## config.mk

```make
export PLATFORM = sky130hd
export DESIGN_NAME = button_conditioner
export DESIGN_NICKNAME = d
export VERILOG_FILES = /design/src/rtl/button_conditioner.sv
export SDC_FILE = /design/constraint.sdc
export NUM_CORES = 1
export LEC_CHECK = 0
export CORE_MARGIN = 2
export CORE_UTILIZATION = 50
export DETAILED_ROUTE_END_ITERATION = 16
export DONT_BUFFER_PORTS = 1
export SYNTH_ARGS = -nofsm -noshare
export SYNTH_HDL_FRONTEND = slang
export SYNTH_SLANG_ARGS = --single-unit
```

## constraint.sdc

```tcl
create_clock -name clk -period 4.7 [get_ports clk]
set_clock_uncertainty 0.05 [all_clocks]
set_input_delay 0.705 -clock clk [delete_from_list [all_inputs] [get_ports clk]]
set_output_delay 0.705 -clock clk [all_outputs]
set_load 0.05 [all_outputs]
```

## src/rtl/button_conditioner.sv

```systemverilog
// Two-channel pushbutton conditioner: synchronize, debounce, and emit single-cycle
// move pulses with auto-repeat while a button is held.
module button_conditioner #(
    parameter int unsigned DEBOUNCE_CYCLES = 500000,
    parameter int unsigned REPEAT_DELAY    = 50000000,
    parameter int unsigned REPEAT_PERIOD   = 20000000
) (
    input  logic clk,
    input  logic reset,
    input  logic enable,
    input  logic raw_left,
    input  logic raw_right,
    output logic btn_left,
    output logic btn_right,
    output logic left_level,
    output logic right_level
);

    localparam logic [25:0] DEB_C = 26'(DEBOUNCE_CYCLES);
    localparam logic [25:0] RD_C  = 26'(REPEAT_DELAY);
    localparam logic [25:0] RP_C  = 26'(REPEAT_PERIOD);

    typedef enum logic [2:0] {
        IDLE         = 3'd0,
        PRESS_WAIT   = 3'd1,
        HELD         = 3'd2,
        REPEAT       = 3'd3,
        RELEASE_WAIT = 3'd4
    } state_t;

    // Channel 0 is left, channel 1 is right.
    logic [1:0] raw_s;
    logic [1:0] sync1_q;
    logic [1:0] sync2_q;
    logic [1:0] pulse_s;
    logic [1:0] level_s;
    logic       btn_left_q;
    logic       btn_right_q;

    assign raw_s = {raw_right, raw_left};

    // Two-flop synchronizers for both raw buttons
    always_ff @(posedge clk or posedge reset) begin
        if (reset) begin
            sync1_q <= 2'b00;
            sync2_q <= 2'b00;
        end else begin
            sync1_q <= raw_s;
            sync2_q <= sync1_q;
        end
    end

    for (genvar ch = 0; ch < 2; ch++) begin : g_chan
        state_t      state_q;
        state_t      state_d;
        logic [25:0] cnt_q;
        logic [25:0] cnt_d;
        logic        pulse_d;
        logic        level_q;
        logic        s;

        assign s = sync2_q[ch];

        // Next-state and pulse decode; the pulse fires on the edge that commits the transition
        always_comb begin
            state_d = state_q;
            cnt_d   = cnt_q;
            pulse_d = 1'b0;
            case (state_q)
                IDLE: begin
                    if (s) begin
                        state_d = PRESS_WAIT;
                        cnt_d   = 26'd1;
                    end else begin
                        cnt_d   = 26'd0;
                    end
                end
                PRESS_WAIT: begin
                    if (!s) begin
                        state_d = IDLE;
                        cnt_d   = 26'd0;
                    end else if (cnt_q == DEB_C) begin
                        state_d = HELD;
                        cnt_d   = 26'd0;
                        pulse_d = 1'b1;
                    end else begin
                        cnt_d   = cnt_q + 26'd1;
                    end
                end
                HELD: begin
                    if (!s) begin
                        state_d = RELEASE_WAIT;
                        cnt_d   = 26'd1;
                    end else if (cnt_q + 26'd1 == RD_C) begin
                        state_d = REPEAT;
                        cnt_d   = 26'd0;
                        pulse_d = 1'b1;
                    end else begin
                        cnt_d   = cnt_q + 26'd1;
                    end
                end
                REPEAT: begin
                    if (!s) begin
                        state_d = RELEASE_WAIT;
                        cnt_d   = 26'd1;
                    end else if (cnt_q + 26'd1 == RP_C) begin
                        cnt_d   = 26'd0;
                        pulse_d = 1'b1;
                    end else begin
                        cnt_d   = cnt_q + 26'd1;
                    end
                end
                RELEASE_WAIT: begin
                    // A re-press during release qualification restarts repeat timing silently
                    if (s) begin
                        state_d = HELD;
                        cnt_d   = 26'd0;
                    end else if (cnt_q == DEB_C) begin
                        state_d = IDLE;
                        cnt_d   = 26'd0;
                    end else begin
                        cnt_d   = cnt_q + 26'd1;
                    end
                end
                default: begin
                    state_d = IDLE;
                    cnt_d   = 26'd0;
                end
            endcase
        end

        // Channel state, counter and registered level
        always_ff @(posedge clk or posedge reset) begin
            if (reset) begin
                state_q <= IDLE;
                cnt_q   <= 26'd0;
                level_q <= 1'b0;
            end else begin
                state_q <= state_d;
                cnt_q   <= cnt_d;
                level_q <= (state_d == HELD) || (state_d == REPEAT) || (state_d == RELEASE_WAIT);
            end
        end

        assign pulse_s[ch] = pulse_d;
        assign level_s[ch] = level_q;
    end

    // Pulse outputs: right wins a same-cycle collision, left is dropped; enable gates both
    always_ff @(posedge clk or posedge reset) begin
        if (reset) begin
            btn_left_q  <= 1'b0;
            btn_right_q <= 1'b0;
        end else begin
            btn_right_q <= pulse_s[1] & enable;
            btn_left_q  <= pulse_s[0] & ~pulse_s[1] & enable;
        end
    end

    assign btn_left    = btn_left_q;
    assign btn_right   = btn_right_q;
    assign left_level  = level_s[0];
    assign right_level = level_s[1];

endmodule

```

==> implementation parameters, run 1 <==
Parameter                              Value

Clocking
  Clock insertion delay at the later pin of the skew report    between 300 and 400 ps
  Cts bufs inserted    9
  CTS tree    done
  Clock-pin transition on the worst setup and hold timing paths    around 80 ps
  Hold-fix buffer count after cts    0
  Number of gates resized after cts    0
  Buffer cell driving the clock tree root    sky130_fd_sc_hd__clkbuf_8
  Number of buffers inserted by post-CTS setup repair    0
  Clock H-tree levels    3
  Clock Sink Count    66
  Max Buffers Root-to-Sink    2

Synthesis
  Synthesis Warnings    0
  Dominant cells by area after synthesis    sky130_fd_sc_hd__dfrtp_1 (35%), sky130_fd_sc_hd__xnor2_1 (7.1%), sky130_fd_sc_hd__a21oi_1 (4.0%)
  Post-synthesis async set-or-reset flop share    100%
  Cell type with the largest total area after synthesis    sky130_fd_sc_hd__dfrtp_1
  Cell types with the highest counts after synthesis    sky130_fd_sc_hd__dfrtp_1 (66), sky130_fd_sc_hd__a21oi_1 (38), sky130_fd_sc_hd__xnor2_1 (38)
  Synth cell types    between 60 and 70
  Syn nets    552
  Post-synthesis sequential element count    66
  Count of flip-flops with a built-in enable after synthesis    0
  Netlist area before placement    4710 sq um
  Avg Synthesized Cell Area    between 8 and 9 sq um
  Cells after synthesis    543
  Most repeated cell in the gate-level netlist after synthesis    sky130_fd_sc_hd__dfrtp_1
  Sequential fraction of the synthesis area    a little over a third
  Main synth FF type    sky130_fd_sc_hd__dfrtp_1
  Post-synth top area share    35.1%

Worst setup path
  Minimum setup slack among reg-to-reg paths    760 ps
  Cells on worst reg2reg path    9
  Highest-delay cell along the critical path    sky130_fd_sc_hd__a21o_1
  Worst reg2reg path startpoint    g_chan[0].cnt_q[0]$_DFF_PP0_
  Kind of critical path    register to register
  Critical path data required time    around 4900 ps
  Highest cell delay on the worst timing path    about 700 ps
  Setup crit start kind    register
  Endpoint arrival time on the critical path    just over 4000 ps
  First element of the critical path    g_chan[0].cnt_q[0]$_DFF_PP0_
  Kind of capture point of the worst setup path    register
  Crit Path Max Fanout    23
  Sequence of cells on the critical path    ha_1 -> nand3_1 -> nor4_1 -> nor4b_1 -> o21ai_1 -> or3_1 -> o41ai_1 -> a21o_1 -> a21oi_1
  Endpoint of the most critical register-to-register path    g_chan[0].cnt_q[19]$_DFF_PP0_

Die
  Vertical die dimension    between 100 and 150 um
  IO Count    9
  Count of standard-cell rows    35
  Chip Width    101 um
  Initial standard-cell utilization of the core    a little over 50%
  Die area    10200 sq um
  Core Footprint    a little over 9000 sq um

Timing
  Worst-Margin Slew    804 ps
  Unrepaired setup endpoints after global routing    false
  Maximum frequency from static timing analysis    254 MHz
  Setup TNS    0 ps
  Number of failing setup endpoints in the final timing report    0
  Final clock period utilization by the worst path    roughly 84%
  Max Transition Viols Final    0
  Hold Vio Cnt, Final    0
  Slew Limit Headroom    a little under half
  Tmin final    between 3000 and 4000 ps

Layout
  Filler cells    approximately 860
  Share of post-route cells with drive strength above 1    about a tenth
  Number of nets at the end of the flow    between 500 and 600
  Signed area change from the synthesized netlist to the final layout    3.19%
  Count of inserted antenna diode cells    0
  Area of all placed cells without fillers    slightly below 5000 sq um

Power
  Total power divided by cell area    ~250 nW/um^2
  Leakage power of the design    between 1.5 and 2 nW
  Maximum resistive drop on vdd    approximately 0.12 mV

Route
  Antenna Violating Nets Remaining    0
  Total Wirelength    roughly 11000 um
  Total via count in the routed design    slightly below 4000
  DRC viols    0
  Number of design-rule violations left by the first detailed-router iteration    around 170
  Mean number of vias per cell    between 6 and 7
  Count of TritonRoute iterations in the first routing pass    5
  WL/cell    around 18 um

Global route
  Vias in the first global route    around 3800
  Global-route usage over all layers    a little under a quarter
  First-pass GRT wire length    approximately 19000 um
  Pin count of the biggest net entering global routing    35
  Number of antenna violations at the first check in global routing    0
  GRT Residual Overflow    0

Placed design
  DP Area    4630 sq um
  Routability cong.    ~0.93
  Port-buffer cells    0
  Detailed-placement wirelength estimate    around 8000 um

Flow run
  Max-capacitance violation count    0

Hold path
  Worst min-delay path category    primary input to asynchronous set/reset pin

Status
  Status    finished clean
==> kinds of logic (layout without fill, tap and decap cells) <==
logic type | Yosys count | in the layout | share of synthesized area (%)
xor+xnor | 55 | 55 | 10.2
fa+ha+maj | 4 | 4 | 1.06
mux | 3 | 3 | 0.664
compound gates | 114 | 114 | 16.4
flops | 66 | 66 | 35.1
buf+inv | 67 | 35 | 6.48
simple gates | 234 | 234 | 30.1
==> cell usage in the layout, fill, tap and decap left out, types with 3 or more instances in the layout <==
master / instances
sky130_fd_sc_hd__a211oi_1: 8
sky130_fd_sc_hd__a21o_1: 6
sky130_fd_sc_hd__a21oi_1: 38
sky130_fd_sc_hd__a311oi_1: 4
sky130_fd_sc_hd__a31oi_1: 8
sky130_fd_sc_hd__and2_1: 3
sky130_fd_sc_hd__and3_1: 11
sky130_fd_sc_hd__and4_1: 4
sky130_fd_sc_hd__buf_4: 4
sky130_fd_sc_hd__clkbuf_8: 10
sky130_fd_sc_hd__dfrtp_1: 66
sky130_fd_sc_hd__ha_1: 4
sky130_fd_sc_hd__inv_1: 14
sky130_fd_sc_hd__nand2_1: 32
sky130_fd_sc_hd__nand2b_1: 7
sky130_fd_sc_hd__nand3_1: 31
sky130_fd_sc_hd__nand4_1: 14
sky130_fd_sc_hd__nor2_1: 32
sky130_fd_sc_hd__nor2b_1: 7
sky130_fd_sc_hd__nor3_1: 35
sky130_fd_sc_hd__nor3_2: 10
sky130_fd_sc_hd__nor4_1: 12
sky130_fd_sc_hd__nor4_4: 3
sky130_fd_sc_hd__nor4b_1: 6
sky130_fd_sc_hd__o21ai_0: 11
sky130_fd_sc_hd__o22ai_1: 4
sky130_fd_sc_hd__o31a_1: 4
sky130_fd_sc_hd__o31ai_1: 3
sky130_fd_sc_hd__or3_1: 7
sky130_fd_sc_hd__xnor2_1: 38
sky130_fd_sc_hd__xor2_1: 17
==> worst max-delay path: cells and delay by family (launching register included) <==
family	cells	cell delay, ps
flip-flops	1	480
adder cells (fa/ha/maj)	1	260
AND/OR/NAND/NOR	4	1500
AO/OA/AOI/OAI	4	1470
==> sequential cells by signal, indices dropped and copies added, names as in the netlist <==
| register | count |
|---|---|
| btn_left | 1 |
| btn_right | 1 |
| g_chan.cnt_q | 52 |
| g_chan.state_q | 6 |
| left_level | 1 |
| right_level | 1 |
| sync1_q | 2 |
| sync2_q | 2 |
==> layer usage <==
metal  share of wire [%]  track usage, %  up-vias
li1                    -               -     1901
met1                  43            29.0     1881
met2                  50            39.7      107
met3                 3.5            3.54       34
met4                 3.0            9.98        0
met5                   0               0        -
==> how the worst max path moves through the flow <==
stage / slack (ps) / to
2_1_floorplan: 1730 / g_chan[1].cnt_q[10]$_DFF_PP0_
3_3_place_gp: 1000 / g_chan[0].cnt_q[9]$_DFF_PP0_
3_5_place_dp: 810 / g_chan[0].cnt_q[19]$_DFF_PP0_
4_1_cts: 790 / g_chan[0].cnt_q[19]$_DFF_PP0_
5_1_grt: 340 / g_chan[0].cnt_q[19]$_DFF_PP0_
6_report: 760 / g_chan[0].cnt_q[19]$_DFF_PP0_
==> report_power, final <==
group / internal [mW] / leakage, nW / switching [mW]
clock: 0.314 / 0.109 / 0.248
combinational: 0.0149 / 0.733 / 0.0326
sequential: 0.573 / 0.903 / 0.0118
==> metrics by stage <==
step	util, %	setup WS (ps)	power, mW	cells	hold WS [ps]
detailed placement	50.4	805	0.645	606	285
global placement	50.4	1000	0.644	606	286
floorplan	-	1730	0.634	543	281
global route	52.8	339	1.24	622	307
CTS	52.8	790	1.21	622	293
finish	52.8	762	1.19	622	281
==> cell type report <==
cell class              count  area (sq um)  area share (%)
multi-input cells         410          2760            56.7
flip-flops and latches     66          1650            34.0
well taps                 111           139            2.86
clock buffers              10           138            2.83
clock inverters             6          88.8            1.83
inverters                  15          56.3            1.16
repair buffers              4          30.0           0.618
Power figures use the tool's default switching activity.
==> inputs of run 2 (changes only) <==
--- a/config.mk
+++ b/config.mk
@@ -9,6 +9,7 @@
 export CORE_UTILIZATION = 50
 export DETAILED_ROUTE_END_ITERATION = 16
 export DONT_BUFFER_PORTS = 1
+export PLACE_DENSITY = 0.68
 export SYNTH_ARGS = -nofsm -noshare
 export SYNTH_HDL_FRONTEND = slang
 export SYNTH_SLANG_ARGS = --single-unit
==> constraint.sdc (replaced) <==
create_clock -name clk -period 3.5 [get_ports clk]
set_clock_uncertainty 0.05 [all_clocks]
set_input_delay 0.525 -clock clk [delete_from_list [all_inputs] [get_ports clk]]
set_output_delay 0.525 -clock clk [all_outputs]
set_load 0.05 [all_outputs]
==> implementation parameters, run 2 (synthesis results as in run 1) <==
Parameter                              Value

Status
  Status    finished clean

Flow run
  Max-capacitance violation count    0

Clocking
  Clock-pin transition on the worst setup and hold timing paths    80 ps
  Number of gates resized after cts    0
  Number of buffers inserted by post-CTS setup repair    0
  Clock insertion delay at the later pin of the skew report    about 350 ps
  Max Buffers Root-to-Sink    2
  Cts bufs inserted    9
  Buffer cell driving the clock tree root    sky130_fd_sc_hd__clkbuf_8
  Clock Sink Count    between 60 and 70
  CTS tree    done
  Hold-fix buffer count after cts    0
  Clock H-tree levels    3

Die
  Initial standard-cell utilization of the core    51.2%
  Count of standard-cell rows    35
  IO Count    9
  Core Footprint    9200 sq um
  Chip Width    between 100 and 150 um
  Vertical die dimension    around 100 um
  Die area    roughly 10000 sq um

Timing
  Final clock period utilization by the worst path    93.8%
  Worst-Margin Slew    roughly 870 ps
  Maximum frequency from static timing analysis    roughly 300 MHz
  Max Transition Viols Final    0
  Hold Vio Cnt, Final    0
  Number of failing setup endpoints in the final timing report    0
  Unrepaired setup endpoints after global routing    false
  Worst hold margin    slightly below 100 ps
  Setup TNS    0 ps
  Slew Limit Headroom    between 40% and 50%
  Tmin final    between 3000 and 4000 ps

Power
  Total power divided by cell area    317 nW/um^2
  Proportion of power drawn by flip-flops and latches    ~50%
  Maximum resistive drop on vdd    about 0.25 mV
  Fraction of power spent switching nets    23.9%
  Leakage power of the design    1.80 nW
  Combinational fraction of design power    between 4 and 5%
  Clock network power share    a little under half
  Switching power    about 0.38 mW
  Internal power    1.20 mW

Global route
  Vias in the first global route    approximately 3700
  First-pass GRT wire length    approximately 19000 um
  Number of antenna violations at the first check in global routing    0
  GRT Residual Overflow    0
  Global-route usage over all layers    23.1%
  Pin count of the biggest net entering global routing    31

Placed design
  Detailed-placement wirelength estimate    between 7000 and 8000 um
  Port-buffer cells    0
  Routability cong.    1.02

Hold path
  Worst min-delay path category    primary input to asynchronous set/reset pin

Layout
  Count of inserted antenna diode cells    0
  Share of post-route cells with drive strength above 1    about an eighth
  Most flops, register    g_chan.cnt_q
  Top library cells by usage in the layout, fill and taps aside    sky130_fd_sc_hd__dfrtp_1 (65), sky130_fd_sc_hd__a21oi_1 (38), sky130_fd_sc_hd__xnor2_1 (38)
  Filler cells    865
  Signed area change from the synthesized netlist to the final layout    5.37%
  Max reg flops    52
  Top flop regs    g_chan.cnt_q: 52 flops, g_chan.state_q: 6 flops
  Commonest non-fill, non-tap cell in the layout    sky130_fd_sc_hd__dfrtp_1
  Number of nets at the end of the flow    about 520

Worst setup path
  Critical path's top delay family    simple AND/OR/NAND/NOR gates
  Kind of capture point of the worst setup path    register
  Critical path data required time    roughly 3700 ps
  Highest-delay cell along the critical path    sky130_fd_sc_hd__a2111oi_4
  Buffers and inverters on the worst path    1
  Kind of critical path    register to register
  Sequence of cells on the critical path    ha_1 -> nand3_1 -> nor2_2 -> nand4_1 -> mux2_1 -> nor4_4 -> a31oi_1 -> a2111oi_4 -> buf_12 -> nor3_1
  Setup crit start kind    register
  Crit Path Max Fanout    23
  Endpoint arrival time on the critical path    approximately 3500 ps
  Highest cell delay on the worst timing path    450 ps

Route
  WL/cell    17.4 um
  Total Wirelength    between 10000 and 15000 um
  Mean number of vias per cell    6.40
  Total via count in the routed design    4037
  Antenna Violating Nets Remaining    0
  Number of design-rule violations left by the first detailed-router iteration    around 360
  DRC viols    0
  Count of TritonRoute iterations in the first routing pass    5
==> run 2: cell count changes in the layout (fill, tap and decap cells not counted), moves of 2 or more <==
cell / before / now
sky130_fd_sc_hd__buf_12: 0 / 2
sky130_fd_sc_hd__buf_4: 4 / 11
sky130_fd_sc_hd__nor2_1: 32 / 30
sky130_fd_sc_hd__nor2_2: 0 / 2
==> run 2: power by group through the flow <==
stage	logic [mW]	registers, mW	clock network, mW
after CTS	0.0698	0.784	0.736
after floorplan	0.0627	0.789	0
after global routing	0.0800	0.787	0.762
after detailed placement	0.0697	0.799	0
after global placement	0.0683	0.798	0
final	0.0693	0.785	0.718
==> run 2: final cells by class <==
type,count,area [sq um],area share [%]
clock buffer,10,128,2.57
clock inverter,6,90.1,1.82
inverter,15,56.3,1.13
multi-input combinational,410,2770,55.9
sequential,66,1650,33.3
tap,111,139,2.80
timing repair buffer,13,123,2.47
==> run 2: per-layer routing <==
metal / vias to the layer above / share of wire, % / GRT usage (%)
li1: 1918 / - / -
met1: 1952 / 48 / 36.0
met2: 151 / 44 / 32.3
met3: 16 / 7.0 / 4.99
met4: 0 / 1.2 / 5.82
met5: - / 0 / 0
==> run 2: worst paths after layout <==
kind / slack [ps] / cells after the start / endpoint / startpoint
worst min register to register: 300 / 0 / sync2_q[0]$_DFF_PP0_ / sync1_q[0]$_DFF_PP0_
min in group clk: 150 / 0 / sync1_q[0]$_DFF_PP0_ / raw_left
worst max-delay path: 220 / 10 / g_chan[1].cnt_q[5]$_DFF_PP0_ / g_chan[1].cnt_q[1]$_DFF_PP0_
worst max register to register: 220 / 10 / g_chan[1].cnt_q[5]$_DFF_PP0_ / g_chan[1].cnt_q[1]$_DFF_PP0_
worst min-delay path: 100 / 1 / g_chan[0].state_q[2]$_DFF_PP0_ / reset
max in group asynchronous: 2550 / 2 / g_chan[1].cnt_q[0]$_DFF_PP0_ / reset
==> run 2: worst reg2reg max path, delay by kind of cell (launching register included) <==
family,cells,cell delay (ps)
simple gates,5,1050
buf+inv,1,230
mux,1,410
compound gates,2,700
fa+ha+maj,1,290
flops,1,440
==> run 2: metrics by stage <==
stage	util, %	instances	power, mW	area [sq um]	setup slack, ps
after CTS	53.8	631	1.59	4940	132
after detailed placement	51.4	615	0.869	4730	156
after global placement	51.4	615	0.867	4730	262
after floorplan	-	543	0.851	4710	527
final	54.0	631	1.57	4960	217
after global routing	54.0	631	1.63	4960	10.1
